**src/rtl/instr_fetch_pkg.sv**
```systemverilog
// Shared types and constants for the instruction fetch unit.
package instr_fetch_pkg;

    typedef enum logic [1:0] {
        FETCH  = 2'd0,
        SQUASH = 2'd1,
        STOP   = 2'd2
    } fetch_state_t;

    localparam logic [31:0] RESET_PC   = 32'h0000_0000;
    localparam logic [31:0] EXC_VECTOR = 32'h0000_0080;
    localparam int unsigned PC_INCR    = 4;

endpackage

```
**src/rtl/next_pc_sel.sv**
```systemverilog
// Priority redirect mux and target adders for instr_fetch.
// INSTR_FETCH_EXC_VECTOR_EN: exceptions vector to EXC_VECTOR instead of stopping.
module next_pc_sel #(
    parameter int unsigned        BITS       = 32,
    parameter int unsigned        JMP_LEFT   = 25,
    parameter int unsigned        IMM_LEFT   = 16,
    parameter logic [BITS-1:0]    EXC_VECTOR = 32'h0000_0080
) (
    input  logic                  jmp,
    input  logic                  jal,
    input  logic                  jreg,
    input  logic                  breq,
    input  logic                  brne,
    input  logic                  halt,
    input  logic                  exception,
    input  logic                  equal,
    input  logic                  not_equal,
    input  logic [JMP_LEFT:0]     addr,
    input  logic [IMM_LEFT-1:0]   imm,
    input  logic [BITS-1:0]       jreg_target,
    input  logic [BITS-1:0]       pc_plus4,
    output logic                  redirect,
    output logic                  stop,
    output logic [BITS-1:0]       target
);

    logic            taken;
    logic [BITS-1:0] imm_ext;
    logic [BITS-1:0] jmp_target;
    logic [BITS-1:0] br_target;

    always_comb begin
        taken      = (breq && equal) || (brne && not_equal);
        imm_ext    = {{(BITS-IMM_LEFT){imm[IMM_LEFT-1]}}, imm};
        jmp_target = {pc_plus4[BITS-1:JMP_LEFT+3], addr, 2'b00};
        br_target  = pc_plus4 + (imm_ext << 2);

        redirect = 1'b0;
        stop     = 1'b0;
        target   = pc_plus4;
        if (exception) begin
            redirect = 1'b1;
            target   = EXC_VECTOR;
`ifdef INSTR_FETCH_EXC_VECTOR_EN
            stop     = 1'b0;
`else
            stop     = 1'b1;
`endif
        end else if (halt) begin
            redirect = 1'b1;
            stop     = 1'b1;
        end else if (jreg) begin
            redirect = 1'b1;
            target   = jreg_target;
        end else if (jmp || jal) begin
            redirect = 1'b1;
            target   = jmp_target;
        end else if (taken) begin
            redirect = 1'b1;
            target   = br_target;
        end
    end

endmodule

```
**src/rtl/instr_fetch.sv**
```systemverilog
// Instruction fetch unit: PC register, fetch FSM (FETCH/SQUASH/STOP) and link value.
module instr_fetch
    import instr_fetch_pkg::*;
#(
    parameter int unsigned     BITS       = 32,
    parameter int unsigned     JMP_LEFT   = 25,
    parameter int unsigned     IMM_LEFT   = 16,
    parameter logic [BITS-1:0] RESET_PC   = BITS'(instr_fetch_pkg::RESET_PC),
    parameter logic [BITS-1:0] EXC_VECTOR = BITS'(instr_fetch_pkg::EXC_VECTOR)
) (
    input  logic                clk,
    input  logic                rst_,
    output logic [BITS-1:0]     imem_addr,
    output logic                imem_req,
    input  logic                imem_ack,
    output logic                load_instr,
    output logic [BITS-1:0]     pc_plus4,
    input  logic                jmp,
    input  logic                jal,
    input  logic                jreg,
    input  logic                breq,
    input  logic                brne,
    input  logic                halt,
    input  logic                exception,
    input  logic                equal,
    input  logic                not_equal,
    input  logic [JMP_LEFT:0]   addr,
    input  logic [IMM_LEFT-1:0] imm,
    input  logic [BITS-1:0]     jreg_target,
    output logic                halted,
    output logic [BITS-1:0]     exc_pc
);

    fetch_state_t    state_q, state_d;
    logic [BITS-1:0] pc_q, pc_d;
    logic [BITS-1:0] ctl_pc_q, ctl_pc_d;
    logic [BITS-1:0] pc_plus4_q, pc_plus4_d;
    logic [BITS-1:0] old_addr_q, old_addr_d;
    logic [BITS-1:0] exc_pc_q, exc_pc_d;
    logic            started_q;

    logic            redirect;
    logic            stop;
    logic [BITS-1:0] target;

    next_pc_sel #(
        .BITS       (BITS),
        .JMP_LEFT   (JMP_LEFT),
        .IMM_LEFT   (IMM_LEFT),
        .EXC_VECTOR (EXC_VECTOR)
    ) u_next_pc_sel (
        .jmp         (jmp),
        .jal         (jal),
        .jreg        (jreg),
        .breq        (breq),
        .brne        (brne),
        .halt        (halt),
        .exception   (exception),
        .equal       (equal),
        .not_equal   (not_equal),
        .addr        (addr),
        .imm         (imm),
        .jreg_target (jreg_target),
        .pc_plus4    (pc_plus4_q),
        .redirect    (redirect),
        .stop        (stop),
        .target      (target)
    );

    always_comb begin
        state_d    = state_q;
        pc_d       = pc_q;
        ctl_pc_d   = ctl_pc_q;
        pc_plus4_d = pc_plus4_q;
        old_addr_d = old_addr_q;
        exc_pc_d   = exc_pc_q;
        imem_req   = 1'b0;
        imem_addr  = pc_q;
        load_instr = 1'b0;
        halted     = (state_q == STOP);

        // started_q keeps the bus idle for the cycle in which reset releases
        if (started_q) begin
            case (state_q)
                FETCH: begin
                    imem_req = 1'b1;
                    if (exception) exc_pc_d = ctl_pc_q;
                    if (stop) begin
                        state_d = STOP;
                    end else if (redirect) begin
                        pc_d = target;
                        if (!imem_ack) begin
                            state_d    = SQUASH;
                            old_addr_d = pc_q;
                        end
                    end else if (imem_ack) begin
                        load_instr = 1'b1;
                        ctl_pc_d   = pc_q;
                        pc_plus4_d = pc_q + BITS'(PC_INCR);
                        pc_d       = pc_q + BITS'(PC_INCR);
                    end
                end
                SQUASH: begin
                    // the stale request must complete on the bus before refetching
                    imem_req  = 1'b1;
                    imem_addr = old_addr_q;
                    if (exception) exc_pc_d = ctl_pc_q;
                    if (stop) begin
                        state_d = STOP;
                    end else begin
                        if (redirect) pc_d = target;
                        if (imem_ack) state_d = FETCH;
                    end
                end
                STOP: ;
                default: state_d = FETCH;
            endcase
        end
    end

    always_ff @(posedge clk or negedge rst_) begin
        if (!rst_) begin
            state_q    <= FETCH;
            pc_q       <= RESET_PC;
            ctl_pc_q   <= RESET_PC;
            pc_plus4_q <= RESET_PC + BITS'(PC_INCR);
            old_addr_q <= RESET_PC;
            exc_pc_q   <= '0;
            started_q  <= 1'b0;
        end else begin
            state_q    <= state_d;
            pc_q       <= pc_d;
            ctl_pc_q   <= ctl_pc_d;
            pc_plus4_q <= pc_plus4_d;
            old_addr_q <= old_addr_d;
            exc_pc_q   <= exc_pc_d;
            started_q  <= 1'b1;
        end
    end

    assign pc_plus4 = pc_plus4_q;
    assign exc_pc   = exc_pc_q;

endmodule

```
**config.mk**
```make
export PLATFORM = sky130hd
export DESIGN_NAME = instr_fetch
export DESIGN_NICKNAME = d
export VERILOG_FILES = /design/src/rtl/instr_fetch_pkg.sv /design/src/rtl/next_pc_sel.sv /design/src/rtl/instr_fetch.sv
export SDC_FILE = /design/constraint.sdc
export NUM_CORES = 1
export LEC_CHECK = 0
export CORE_AREA = 10 10 155 157
export CTS_CLUSTER_SIZE = 10
export DETAILED_ROUTE_END_ITERATION = 8
export DIE_AREA = 0 0 165 167
export PLACE_DENSITY_LB_ADDON = 0.15
export SLEW_MARGIN = 40
export SYNTH_ARGS = -nofsm -noshare
export SYNTH_HDL_FRONTEND = slang
export SYNTH_SLANG_ARGS = --single-unit
```
**constraint.sdc**
```tcl
create_clock -name clk -period 2.4 [get_ports clk]
set_input_delay 0.24 -clock clk [delete_from_list [all_inputs] [get_ports clk]]
set_output_delay 0.24 -clock clk [all_outputs]
set_load 0.02 [all_outputs]
```
==> run metrics, run 1 <==
status=finished, violations left; failing checks=negative setup slack; Logic pwr share=around 33%; switch share=34.6%; clock buffer depth=2; initial antenna violation count=0; # port buffers=between 150 and 200; Post-synth EDFFs=0; Hold Path Class=in -> async; Root Buffer=clkbuf_16; Setup crit end kind=flop; fin area=about 0.015 sq mm; worst skew pair latency=between 0.4 and 0.5 ns; DIE AREA=about 0.028 sq mm; IO Count=roughly 190; clk slew on worst S/H paths=0.07 ns; layout cell share with drive strength beyond 1=32.7%; dpl ws=-0.648 ns; asr flop ratio synth=100%; DR vias=9964; final hold vios=0; syn_area_per_cell=around 9.1 sq um; Routed WL=about 37000 microns; post-route antenna net violation count=0; Rows=53; area of the core=approximately 0.021 sq mm; Clock Sinks=~160; diode count=0; vias in the first global route=about 9900; cell area after synthesis=between 0.009 and 0.01 sq mm; RSZ-0062 raised after global routing=yes; largest net degree at the start of global routing=64; Design Power=roughly 8.9 mW; global-route wire length before repair=56800 microns; Initial Util=a little under half; number of nets in the layout=1574; clock skew=~0.011 ns; post-synthesis register bit count=roughly 160; CTS buffer count=17; Power Internal=between 5 and 6 mW; DP Area=roughly 0.014 sq mm; cell count after synthesis=1087; CTS HTree Levels=4; Vias/cell=5.71; placed cells=roughly 1700; Clk network pwr share=29.8%; Crit Path Category=reg -> reg; Rel. slew slack=a little over 60%; leak pwr=6.81 nW; post-route insts no fill=around 1700; Tcrit/Tclk final=116%; final RePlAce weighted congestion=approximately 0.96; worst slew pin tran=around 0.56 ns; pwr dens=between 500 and 600 mW/mm^2; post-DR wirelength/cell=roughly 21 microns; CP Launch Type=flop; Final Worst Setup Slack=-0.389 ns; final slew viol count=0; max_cap viols=0; largest fanout on the critical path=3; Initial DRC Count=between 800 and 900; Worst Path Required=around 2.7 ns; Final Setup Violations=22; # DRC=0; maximum clock rate=359 MHz; Psw=~3.1 mW; GR Util All Layers=between 20% and 30%; die height=167 microns; Seq/Total Area, Yosys=40.6%; router iterations before antenna repair=6; yosys warns=0; post-DP HPWL=between 20000 and 30000 microns; Post-Syn Nets=between 1000 and 1500; Layout Utilization=between 70% and 80%; synth unique cells=slightly below 80; Peak VDD IR=approximately 0.52 mV; grt ovf=0; layout overhead on the synthesized area=50.0%; crit path DAT=roughly 3.1 ns; die width=between 150 and 200 microns; Top FF cell, synth=dfrtp_1; fin crit period=between 2 and 3 ns; Seq pwr share=between 30% and 40%; CTS tree=yes
-- layer usage --
| metal | vias up | GRT usage (%) | part of all wire, % |
|---|---|---|---|
| li1 | 4673 | - | - |
| met1 | 4829 | 38.0 | 47 |
| met2 | 423 | 39.0 | 44 |
| met3 | 39 | 5.55 | 8.1 |
| met4 | 0 | 5.39 | 1.2 |
| met5 | - | 0 | 0 |
-- flip-flops by register name (all words and copies together), names as in the netlist --
signal      cells
exc_pc         32
pc_q           32
pc_plus4       30
state_q         2
old_addr_q     32
ctl_pc_q       32
started_q       1
-- Yosys cell counts (all sizes together), types with 3 or more instances --
cell type	instances	area share (%)
a2111oi	4	0.37
a211oi	14	1.1
a21o	11	0.83
a21oi	60	3.1
a221o	5	0.50
a221oi	7	0.80
a22o	5	0.44
a22oi	7	0.53
a311oi	3	0.27
a31oi	11	0.69
and2	3	0.19
and3	20	1.3
and4	4	0.35
buf	28	1.3
clkbuf	46	1.8
dfrtp	160	40
ha	30	3.8
inv	16	0.61
mux2	93	11
mux2i	3	0.30
nand2	195	7.4
nand3	20	1.2
nand4	6	0.53
nor2	63	2.4
nor2b	7	0.44
nor3	21	1.3
nor4	4	0.40
o211ai	11	0.83
o21a	10	0.76
o21ai	92	4.6
o21bai	4	0.30
o221ai	16	1.4
o22ai	17	1.1
o31ai	4	0.35
or2	5	0.32
or3	8	0.56
xnor2	32	2.8
xor2	14	1.2
-- cells by family after synthesis --
logic type	count (synthesis)	synth area share, %
compound gates	298	19.6
xor+xnor	46	4.06
flops	161	40.6
mux	96	10.9
fa+ha+maj	31	3.99
buf+inv	91	3.74
other cells	1	0.0378
simple gates	363	17.1
-- worst paths after layout --
check	start	end	slack, ns	cells after the start
hold reg to reg	ctl_pc_q[4]$_DFFE_PN0P_	ctl_pc_q[4]$_DFFE_PN0P_	0.48	2
setup / recovery	pc_plus4[2]$_DFFE_PN1P_	pc_q[26]$_DFFE_PN0P_	-0.39	13
hold / removal	rst_	exc_pc[10]$_DFFE_PN0P_	0.36	2
max in group asynchronous	rst_	pc_plus4[2]$_DFFE_PN1P_	1.25	3
min in group clk	ctl_pc_q[4]$_DFFE_PN0P_	ctl_pc_q[4]$_DFFE_PN0P_	0.48	2
setup reg to reg	pc_plus4[2]$_DFFE_PN1P_	pc_q[26]$_DFFE_PN0P_	-0.39	13
-- power groups by stage --
stage	sequential (mW)	clock (mW)	combinational [mW]
floorplan	3.29	0	1.48
global placement	3.32	0	2.85
detailed placement	3.33	0	2.87
CTS	3.29	2.67	2.82
global route	3.34	2.79	3.11
finish	3.30	2.64	2.92
-- placed cells by master (no fill, tap or decap), types with 18 or more instances in the layout --
cell type	netlist	routed
a21oi_1	58	43
and3_1	20	18
buf_4	3	227
clkdlybuf4s50_1	0	149
dfrtp_1	160	152
dlygate4sd2_1	0	34
mux2_2	93	93
nand2_1	195	194
nor2_1	62	61
o21ai_0	82	69
xnor2_1	32	28
-- through the flow --
stage / TNS (ns) / hold slack [ns]
2_1_floorplan: -0.470 / -0.0556
3_3_place_gp: -11.80 / 0.262
3_5_place_dp: -11.81 / 0.262
4_1_cts: -4.15 / 0.377
5_1_grt: -6.43 / 0.416
6_report: -4.02 / 0.362
-- cell type report --
| type | instances | area [sq um] |
|---|---|---|
| Clock inverter | 14 | 146 |
| Tap cell | 275 | 344 |
| Multi-Input combinational cell | 835 | 6160 |
| Clock buffer | 18 | 439 |
| Sequential cell | 161 | 4040 |
| Timing Repair Buffer | 425 | 3680 |
| Inverter | 17 | 63.8 |
| Fill cell | 1663 | 5950 |
-- repair_timing --
item,CTS,global route
endpoints found under the setup margin,56,28
hold endpoints to repair,60,0
pin swaps,52,55
gates resized for setup,89,55
hold buffers,1,0
setup buffers,16,6
-- worst max-delay path, cell delays in order (launching register included) --
cell and delay [ns]:
dfstp_2 0.56, ha_4 0.14, inv_2 0.03, fa_2 0.35, nor2b_2 0.13, o211ai_1 0.15
a21oi_2 0.26, buf_4 0.18, o31ai_4 0.07, buf_6 0.16, a211oi_4 0.25, o2111ai_2 0.12
o41a_1 0.15, o21a_1 0.13
Note: power is estimated with default switching activity, not from simulation.
==> run 2, diff against run 1 <==
- CORE_AREA: 10 10 155 157 -> 10 10 183 134
- DIE_AREA: 0 0 165 167 -> 0 0 193 144
- SLEW_MARGIN: 40 -> unset
==> run metrics, run 2 (synthesized netlist as in run 1, its figures left out) <==
status=finished, violations left; failing checks=negative setup slack; Initial DRC Count=between 800 and 900; leak pwr=about 6.8 nW; Logic pwr share=31.6%; area of the core=~0.021 sq mm; Rel. slew slack=around two thirds; max_cap viols=0; Clk network pwr share=between 30% and 40%; router iterations before antenna repair=5; die width=slightly below 200 microns; post-DR wirelength/cell=~21 microns; largest fanout on the critical path=4; CTS buffer count=17; commonest non-fill, non-tap cell in the layout=buf_4; Root Buffer=clkbuf_16; post-DP HPWL=~28000 microns; top sig layer=met4; CP Launch Type=flop; Power Internal=about 6.1 mW; post-route antenna net violation count=0; clock buffer depth=2; M1 wire length=15700 microns; diode count=0; RSZ-0062 raised after global routing=yes; crit path DAT=a little over 3 ns; clock skew=roughly 0.011 ns; final hold vios=0; # DRC=0; Worst Hold Slack=0.311 ns; Psw=around 3.0 mW; commonest cells after routing, fill and taps aside=222 x buf_4, 193 x nand2_1, 153 x dfrtp_1; final RePlAce weighted congestion=a little under 1; grt ovf=0; global-route wire length before repair=56600 microns; # fillers=1700; layout overhead on the synthesized area=50.4%; switch share=33.1%; DIE AREA=between 0.02 and 0.03 sq mm; clk slew on worst S/H paths=0.07 ns; DR vias=10100; Final Setup Violations=20; CTS HTree Levels=4; die height=around 140 microns; Layout Utilization=between 70% and 80%; Met3 Wirelength=approximately 2400 microns; number of nets in the layout=1571; CTS tree=yes; maximum clock rate=roughly 360 MHz; IO Count=185; Routed WL=between 30000 and 40000 microns; initial antenna violation count=0; Setup TNS Final=-3.83 ns; Seq pwr share=a little over a third; pwr dens=just over 600 mW/mm^2; final slew viol count=0; Peak VDD IR=around 0.55 mV; Setup crit end kind=flop; Crit Path Category=reg -> reg; Tcrit/Tclk final=114%; largest net degree at the start of global routing=52; Worst Path Required=between 2 and 3 ns; # port buffers=~180; worst skew pair latency=0.43 ns; GR Util All Layers=between 20% and 30%; met2 routed WL=around 18000 microns; layout cell share with drive strength beyond 1=32.4%; Initial Util=47.0%; fin crit period=around 2.7 ns; worst slew pin tran=0.520 ns; vias in the first global route=10200; Final Worst Setup Slack=-0.346 ns; Rows=45; Clock Sinks=between 150 and 200; Design Power=~9.1 mW; Hold Path Class=in -> async; Vias/cell=5.78
-- run 2: changes by cell type in the layout (fill, tap and decap cells not counted), sizes merged --
cell / change
clkdlybuf4s15: +1
clkinvlp: -1
inv: -1
bufinv: +3
buf: -4
dlygate4sd2: -2
clkdlybuf4s50: +1
-- run 2: worst paths after layout --
check                                    startpoint                        to  slack, ns  cells after the start
max                         pc_plus4[2]$_DFFE_PN1P_      pc_q[26]$_DFFE_PN0P_      -0.35                     12
min                                            rst_       pc_q[3]$_DFFE_PN0P_       0.31                      2
max reg2reg                 pc_plus4[2]$_DFFE_PN1P_      pc_q[26]$_DFFE_PN0P_      -0.35                     12
min reg2reg                ctl_pc_q[10]$_DFFE_PN0P_  ctl_pc_q[10]$_DFFE_PN0P_       0.47                      2
max in group asynchronous                      rst_     exc_pc[3]$_DFFE_PN0P_       1.39                      3
min in group clk           ctl_pc_q[10]$_DFFE_PN0P_  ctl_pc_q[10]$_DFFE_PN0P_       0.47                      2
-- run 2: repair_timing --
| action | in CTS | in global routing |
|---|---|---|
| pin swaps | 33 | 53 |
| setup buffers | 10 | 10 |
| hold buffers | 1 | 0 |
| setup endpoints to repair | 54 | 26 |
| resized for setup | 76 | 59 |
| cloned | 0 | 1 |
| hold endpoints to repair | 40 | 0 |
-- run 2: power groups by stage --
stage | clock network (mW) | registers, mW | logic (mW)
2_1_floorplan | 0 | 3.29 | 1.48
3_3_place_gp | 0 | 3.31 | 2.83
3_5_place_dp | 0 | 3.32 | 2.86
4_1_cts | 2.92 | 3.28 | 2.79
5_1_grt | 3.06 | 3.33 | 3.09
6_report | 2.90 | 3.29 | 2.86
-- run 2: cell type report --
cell class	count	area (sq um)	share of cell area [%]
multi-input cells	835	6120	41.0
flip-flops and latches	161	4040	27.1
repair buffers	422	3710	24.9
clock buffers	17	425	2.85
well taps	282	353	2.37
clock inverters	15	201	1.35
inverters	17	63.8	0.428
-- run 2: stage by stage --
stage | instances | cell area, sq um | setup slack (ns)
after global routing | 1749 | 14900 | -0.447
after detailed placement | 1701 | 13700 | -0.648
after floorplan | 1087 | 10100 | -0.147
after global placement | 1701 | 13700 | -0.608
after CTS | 1740 | 14600 | -0.256
final | 1749 | 14900 | -0.346
-- run 2: per-layer routing --
metal / vias up / global-route usage, %
li1: 4661 / -
met1: 4981 / 32.9
met2: 391 / 44.4
met3: 76 / 4.79
met4: 0 / 8.56
met5: - / 0
-- run 2: critical path, cell delays in order, from the launching register on --
cell	delay [ns]
dfstp_2	0.56
ha_4	0.14
inv_2	0.04
fa_2	0.36
nor2b_4	0.13
o211ai_1	0.19
a21oi_2	0.34
o31ai_4	0.14
buf_6	0.18
a211oi_4	0.21
o2111ai_1	0.13
o41a_1	0.13
o21a_1	0.11
==> run 3, diff against run 2 <==
- CORE_AREA: 10 10 183 134 -> 10 10 189 138
- DIE_AREA: 0 0 193 144 -> 0 0 199 148
==> run metrics, run 3 (synthesized netlist as in run 1, its figures left out) <==
largest fanout on the critical path=3; Vias/cell=5.72; final hold vios=0; Psw=~2.9 mW; router iterations before antenna repair=5; M1 wire length=around 16000 microns; DP Area=about 0.014 sq mm; status=finished, violations left; RSZ-0062 raised after global routing=yes; fin area=approximately 0.015 sq mm; CTS buffer count=17; post-route antenna net violation count=0; DIE AREA=0.0295 sq mm; Final Setup Violations=17; failing checks=negative setup slack; CP Launch Type=flop; clk slew on worst S/H paths=around 0.07 ns; Rows=46; Logic pwr share=about a third; clock skew=around 0.011 ns; Initial Util=44.4%; die width=between 150 and 200 microns; global-route wire length before repair=57500 microns; number of nets in the layout=between 1500 and 2000; placed cells=between 1500 and 2000; max_cap viols=0; initial antenna violation count=0; layout overhead on the synthesized area=46.8%; commonest non-fill, non-tap cell in the layout=buf_4; post-DR wirelength/cell=about 22 microns; die height=roughly 150 microns; post-DP HPWL=approximately 29000 microns; final slew viol count=0; Rel. slew slack=about three fifths; maximum clock rate=379 MHz; GR Util All Layers=25.1%; Met3 Wirelength=2440 microns; Tcrit/Tclk final=110%; Initial DRC Count=772; vias in the first global route=9848; leak pwr=about 6.7 nW; Hold Path Class=in -> async; Crit Path Category=reg -> reg; worst slew pin tran=between 0.5 and 0.6 ns; largest net degree at the start of global routing=between 50 and 60; DR vias=9920; switch share=between 30% and 40%; Clk network pwr share=between 20% and 30%; area of the core=0.0223 sq mm; Worst Path Required=2.72 ns; IO Count=185; grt ovf=0; CTS HTree Levels=4; CTS tree=yes; # port buffers=roughly 180; clock buffer depth=2; met2 routed WL=~18000 microns; post-route insts no fill=1735; worst skew pair latency=approximately 0.43 ns; Setup crit end kind=flop; layout cell share with drive strength beyond 1=around 30%; final RePlAce weighted congestion=around 0.96; commonest cells after routing, fill and taps aside=204 x buf_4, 193 x nand2_1, 153 x dfrtp_1; Root Buffer=clkbuf_16; Peak VDD IR=0.457 mV; Power Internal=about 5.7 mW; Final Worst Setup Slack=-0.237 ns; Setup TNS Final=-2.48 ns; Design Power=approximately 8.7 mW; Routed WL=37500 microns; fin crit period=about 2.6 ns; Seq pwr share=38.0%; diode count=0; # DRC=0; crit path DAT=~3 ns; dpl ws=-0.668 ns; pwr dens=between 500 and 600 mW/mm^2; top sig layer=met4; Clock Sinks=~160
-- run 3: through the flow --
stage	hold WS, ns	utilization (%)
3_3_place_gp	0.244	61.2
5_1_grt	0.411	65.2
6_report	0.360	65.2
2_1_floorplan	-0.0556	-
4_1_cts	0.385	64.4
3_5_place_dp	0.247	61.2
-- run 3: power groups by stage --
stage	Sequential, mW	Combinational, mW	Clock (mW)
after global routing	3.33	3.06	2.67
after floorplan	3.29	1.48	0
final	3.30	2.83	2.54
after detailed placement	3.33	2.89	0
after CTS	3.29	2.81	2.56
after global placement	3.32	2.87	0
-- run 3: final cells by class --
class	instances	area (sq um)
Inverter	17	63.8
Timing Repair Buffer	402	3570
Clock buffer	21	460
Clock inverter	11	80.1
Multi-Input combinational cell	835	5970
Sequential cell	161	4040
Tap cell	288	360
Fill cell	1882	7780
-- run 3: final timing paths --
kind | startpoint | endpoint | slack [ns] | cells past startpoint
setup reg to reg | pc_plus4[15]$_DFFE_PN0P_ | pc_q[31]$_DFFE_PN0P_ | -0.24 | 9
hold / removal | rst_ | old_addr_q[4]$_DFFE_PN0P_ | 0.36 | 2
min in group clk | ctl_pc_q[31]$_DFFE_PN0P_ | ctl_pc_q[31]$_DFFE_PN0P_ | 0.48 | 2
max in group asynchronous | rst_ | ctl_pc_q[2]$_DFFE_PN0P_ | 1.33 | 3
hold reg to reg | ctl_pc_q[31]$_DFFE_PN0P_ | ctl_pc_q[31]$_DFFE_PN0P_ | 0.48 | 2
setup / recovery | pc_plus4[15]$_DFFE_PN0P_ | pc_q[31]$_DFFE_PN0P_ | -0.24 | 9
-- run 3: repair_timing --
action	4_1_cts	5_1_grt
endpoints found under the hold margin	53	0
resized for setup	74	36
buffers inserted	7	4
pin swaps	32	29
endpoints found under the setup margin	58	44
cloned	0	1
hold buffers	1	0
-- run 3: layer usage --
metal	track usage (%)	vias up
met1	32.3	4900
met5	0	-
li1	-	4632
met3	4.51	54
met2	42.2	334
met4	6.54	0
-- run 3: worst max-delay path: stages (launching register included) --
cell and delay (ns):
dfrtp_2 0.44, ha_4 0.23, a21o_1 0.16, a31o_1 0.23, a221oi_4 0.35, a21oi_2 0.11
or3_4 0.36, a211o_1 0.30, nand4bb_1 0.18, and3_1 0.16
